## config.mk

```make
export PLATFORM = sky130hd
export DESIGN_NAME = pps_error_formatter
export DESIGN_NICKNAME = d
export VERILOG_FILES = /design/src/rtl/pps_error_formatter.sv
export SDC_FILE = /design/constraint.sdc
export NUM_CORES = 1
export LEC_CHECK = 0
export ABC_CLOCK_PERIOD_IN_PS = 8900
export CAP_MARGIN = 0
export CELL_PAD_IN_SITES_DETAIL_PLACEMENT = 0
export CELL_PAD_IN_SITES_GLOBAL_PLACEMENT = 2
export CORE_MARGIN = 2
export CORE_UTILIZATION = 41
export DETAILED_ROUTE_END_ITERATION = 12
export PLACE_DENSITY_LB_ADDON = 0.12
export SLEW_MARGIN = 0
export SYNTH_ARGS = -nofsm -noshare
export SYNTH_HDL_FRONTEND = slang
export SYNTH_SLANG_ARGS = --single-unit
```

## constraint.sdc

```tcl
create_clock -name clk -period 8.9 [get_ports clk]
set_clock_uncertainty 0.1 [all_clocks]
set_input_delay 1.335 -clock clk [delete_from_list [all_inputs] [get_ports clk]]
set_output_delay 1.335 -clock clk [all_outputs]
set_load 0.01 [all_outputs]
```

## src/rtl/pps_error_formatter.sv

```systemverilog
// pps_error_formatter: renders each signed clock-error sample as an ASCII line
// "<sign><hex digits>\r\n" and feeds it byte by byte to a txuart over stb/busy.
//  clk        system clock
//  rst        asynchronous active-high reset
//  i_valid    one-cycle strobe, i_error holds a new sample
//  i_error    two's-complement clock error (WIDTH bits)
//  i_busy     txuart busy
//  o_stb      byte request to txuart
//  o_data     byte to transmit, stable while o_stb=1
//  o_active   a line is in progress
//  o_dropped  one-cycle pulse when a pending sample is overwritten
module pps_error_formatter #(
    parameter int WIDTH = 32
) (
    input  logic             clk,
    input  logic             rst,
    input  logic             i_valid,
    input  logic [WIDTH-1:0] i_error,
    input  logic             i_busy,
    output logic             o_stb,
    output logic [7:0]       o_data,
    output logic             o_active,
    output logic             o_dropped
);
    localparam int NDIGITS = WIDTH / 4;
    localparam int IW = $clog2(NDIGITS + 3);
    localparam logic [IW-1:0] LAST = IW'(NDIGITS + 2);

    typedef enum logic [2:0] {IDLE, LOAD, SEND, GAP, WAIT} state_t;

    state_t           state;
    logic [WIDTH-1:0] line;
    logic [WIDTH-1:0] pend;
    logic             pend_full;
    logic [WIDTH-1:0] mag;
    logic             neg;
    logic [IW-1:0]    idx;
    logic             xfer;

    // End of line with a queued sample: pending moves into the line register this cycle
    assign xfer = state == WAIT && !i_busy && idx == LAST && pend_full;

    // Byte k of the line: sign, NDIGITS hex digits MSB first, CR, LF
    function automatic logic [7:0] byte_of(input logic [IW-1:0] k);
        logic [3:0] n;
        n = 4'(mag >> (4 * (NDIGITS - int'(k))));
        byte_of = k == '0 ? (neg ? 8'h2D : 8'h2B) :
                  k <= IW'(NDIGITS) ? (n < 4'd10 ? 8'h30 + {4'h0, n} : 8'h37 + {4'h0, n}) :
                  k == IW'(NDIGITS + 1) ? 8'h0D : 8'h0A;
    endfunction

    always_ff @(posedge clk or posedge rst) begin
        if (rst) begin
            state     <= IDLE;
            line      <= '0;
            pend      <= '0;
            pend_full <= 1'b0;
            mag       <= '0;
            neg       <= 1'b0;
            idx       <= '0;
            o_stb     <= 1'b0;
            o_data    <= 8'h00;
            o_active  <= 1'b0;
            o_dropped <= 1'b0;
        end else begin
            o_dropped <= 1'b0;
            case (state)
                IDLE: if (i_valid) begin
                    line     <= i_error;
                    o_active <= 1'b1;
                    state    <= LOAD;
                end
                LOAD: begin
                    // Negation at WIDTH bits leaves the most negative value as its own magnitude
                    mag    <= line[WIDTH-1] ? -line : line;
                    neg    <= line[WIDTH-1];
                    idx    <= '0;
                    o_data <= line[WIDTH-1] ? 8'h2D : 8'h2B;
                    o_stb  <= 1'b1;
                    state  <= SEND;
                end
                SEND: if (!i_busy) begin
                    o_stb <= 1'b0;
                    state <= GAP;
                end
                // One dead cycle so txuart's registered busy is visible before we look at it
                GAP: state <= WAIT;
                WAIT: if (!i_busy) begin
                    if (idx != LAST) begin
                        idx    <= idx + 1'b1;
                        o_data <= byte_of(idx + 1'b1);
                        o_stb  <= 1'b1;
                        state  <= SEND;
                    end else if (pend_full) begin
                        line  <= pend;
                        state <= LOAD;
                    end else begin
                        o_active <= 1'b0;
                        state    <= IDLE;
                    end
                end
                default: state <= IDLE;
            endcase
            // A sample arriving on the transfer cycle lands in the freshly emptied slot
            if (i_valid && state != IDLE) begin
                pend      <= i_error;
                pend_full <= 1'b1;
                o_dropped <= pend_full && !xfer;
            end else if (xfer) begin
                pend_full <= 1'b0;
            end
        end
    end
endmodule
```

==> impl_metrics.env <==
export IMPL_clock_sinks=115
export IMPL_synth_fa_ha_area_share_pct=1.07
export IMPL_yosysUniqueCellTypes=61
export IMPL_dieWidth_um=124
export IMPL_area_growth_pct=20.6
export IMPL_yosys_register_bits=115
export IMPL_dpl_cell_area_um2=6470
export IMPL_totalWireLength_mm=12.7
export IMPL_timing_rr_end="o_data[6]"
export IMPL_drt_iter0_markers=154
export IMPL_gr_total_overflow=0
export IMPL_gp_congestion=0.839
export IMPL_ioPinCount=47
export IMPL_utilization_pct=50.7
export IMPL_synthCells=554
export IMPL_synth_top_family_by_area="multiplexers"
export IMPL_critical_path_peak_fanout=12
export IMPL_cts_buffer_depth=2
export IMPL_period_minus_slack_ns=3.60
export IMPL_layout_common_cells="dfrtp_1, nand2_1, o21ai_0"
export IMPL_ant_nets=0
export IMPL_setup_viol=0
export IMPL_grt_antenna_before_repair=0
export IMPL_drv_cap=0
export IMPL_slew_viol_final=0
export IMPL_end_kind="flip-flop"
export IMPL_synth_compound_area_share_pct=13.0
export IMPL_rsz0062_at_grt="no"
export IMPL_p_leak_nw=2.87
export IMPL_synth_flop_cell="dfrtp_1"
export IMPL_viasPerCell=5.24
export IMPL_yosys_area_share_simple_pct=12.6
export IMPL_vias=4108
export IMPL_clk_pin_slew_ns=0.05
export IMPL_status="complete, no violations"
export IMPL_design_die_area_um2=15300
export IMPL_synthesis_area_um2=5860
export IMPL_synth_edf_count=0
export IMPL_cts_buffers=17
export IMPL_stdcell_area_um2=7070
export IMPL_ys_seq_area_share_pct=49.1
export IMPL_syn_nets=595
export IMPL_mostFrequentLayoutCell="dfrtp_1"
export IMPL_dr_pass1_iters=4
export IMPL_grt_pass1_vias=4147
export IMPL_grt_usage_pct=18.7
export IMPL_syn_area_per_cell_um2=10.6
export IMPL_synth_area_mux_share_pct=16.1
export IMPL_htree_levels=4
export IMPL_cts_tree="done"
export IMPL_die_y_um=124
export IMPL_worstSetupStartpoint="idx[0]"
export IMPL_critical_path_class="reg -> reg"
export IMPL_min_from="line[31]"
export IMPL_start_kind="flip-flop"
export IMPL_maxSlewHeadroom_pct=44.2
export IMPL_reg2reg_from="idx[0]"
export IMPL_reg2reg_slack_ns=5.30
export IMPL_start_util_pct=42.0
export IMPL_drive_gt1_share_pct=16.1
export IMPL_hold_path_end="line[31]"
export IMPL_clkLatencyLatePin_ns=0.41
export IMPL_ys_async_sr_fraction_pct=100
export IMPL_fillers=1304
export IMPL_cts_resized=0
export IMPL_ir_worst_vdd_uv=166
export IMPL_hold_slack_ns=0.384
export IMPL_hpwl_mm=8.97
export IMPL_crit_arrival_ns=3.81
export IMPL_worst_pin_slew_ns=0.837
export IMPL_finalCritPeriodShare_pct=40.5
export IMPL_whs_path_depth=2
export IMPL_hold_buffers=0
export IMPL_coreArea_um2=13900
export IMPL_max_freq_mhz=278
export IMPL_nNetsFinal=632
export IMPL_hold_viol_final=0
export IMPL_numPortBuffers=45
export IMPL_powerDensity_nw_per_um2=377
export IMPL_finalSetupTns_ns=0
export IMPL_grt_max_degree=68
export IMPL_drc=0
export IMPL_reg2regPathDepth=10
export IMPL_ys_warn_count=0
export IMPL_grt_pass1_wl_mm=21.5
export IMPL_row_count=43
export IMPL_critPathRequiredTime_ns=9.11
export IMPL_synth_xor_area_share_pct=4.93
export IMPL_antennaDiodeCount=0
export IMPL_post_cts_buffers=0
export IMPL_hp_class="reg -> reg"
export IMPL_cts_root_buf="clkbuf_16"
export IMPL_routedWlPerCell_um=16.2
[cells in the mapped netlist (2+ instances only)]
cell type  instances  share of area [%]
nand4_1            2               0.21
nor2b_1            5               0.53
buf_1              4               0.26
o21ai_1            2               0.17
o32a_1             2               0.34
nor4_1             4               0.43
ha_1               5                1.1
xnor2_1            4               0.60
nor2_1            42                2.7
and2_1             3               0.32
o31ai_1           12                1.5
buf_2             11               0.94
mux2i_1           37                6.3
nand2_1           64                4.1
buf_4              2               0.26
o41ai_2            2               0.56
inv_1              9               0.58
or3_1              3               0.32
dfrtp_1          115                 49
mux4_2             8                3.1
o32ai_1            2               0.30
o21ai_0           53                4.5
nor3_1             2               0.17
a21oi_1           38                3.2
or4_1              3               0.38
clkbuf_1          16                1.0
xor2_1            29                4.3
nand2b_1           5               0.53
a22o_1             2               0.30
and3_1             2               0.21
mux2_2            35                6.7
nand3_1            2               0.17
[through the flow]
stage | instances | worst slack (ns) | total power, mW
3_5_place_dp | 752 | 5.26 | 2.01
3_3_place_gp | 752 | 5.43 | 1.98
6_report | 784 | 5.30 | 2.67
5_1_grt | 784 | 4.89 | 2.88
2_1_floorplan | 554 | 4.42 | 1.72
4_1_cts | 784 | 5.28 | 2.70
[critical path, stage by stage, from the launching register on]
cell and delay [ns]:
dfrtp_1 0.56, clkinv_1 0.32, ha_1 0.73, nor2b_1 0.12, a21boi_0 0.16, nor4_2 0.53
nand2_1 0.20, ha_1 0.24, o21ai_0 0.16, nand3_1 0.12, o31ai_1 0.25
[state kept, by name, indices dropped and copies added, names as in the netlist]
signal,flops
pend,32
mag,32
pend_full,1
o_dropped,1
neg,1
idx,4
o_data,7
line,32
o_stb,1
o_active,1
state,3
[where the power goes]
part	internal, mW	switching [mW]	total (mW)
sequential	0.772	0.231	1.00
combinational	0.478	0.505	0.984
clock	0.448	0.233	0.681
[worst max-delay path by stage]
stage | endpoint | slack (ns) | depth (start not counted)
global placement | o_data[4] | 5.43 | 10
global route | o_data[6] | 4.89 | 10
CTS | o_data[6] | 5.28 | 10
detailed placement | o_data[6] | 5.26 | 10
floorplan | idx[0] | 4.42 | 1
finish | o_data[6] | 5.30 | 10
[routing by layer]
| layer | GRT usage (%) | wire length (um) | vias to the layer above |
|---|---|---|---|
| met1 | 26.4 | 6600 | 1998 |
| li1 | - | - | 2053 |
| met3 | 4.38 | 299 | 6 |
| met2 | 28.1 | 5750 | 51 |
| met4 | 6.61 | 87 | 0 |
| met5 | 0 | 0 | - |
[area by class of cell]
type                       count  area (um^2)  area share [%]
multi-input combinational    396         2830            40.0
tap                          180          225            3.19
clock buffer                  24          502            7.10
sequential                   115         2880            40.7
clock inverter                 8         98.8            1.40
inverter                      10         40.0           0.566
timing repair buffer          51          495            7.01
[cell families (layout without fill, tap and decap cells)]
kind of cell    after synthesis  in the layout
mux                          80             80
simple gates                152            152
buf+inv                      43             93
other cells                   1              1
fa+ha+maj                     5              5
xor+xnor                     33             33
compound gates              125            125
flops                       115            115
Note: power is estimated with default switching activity, not from simulation.
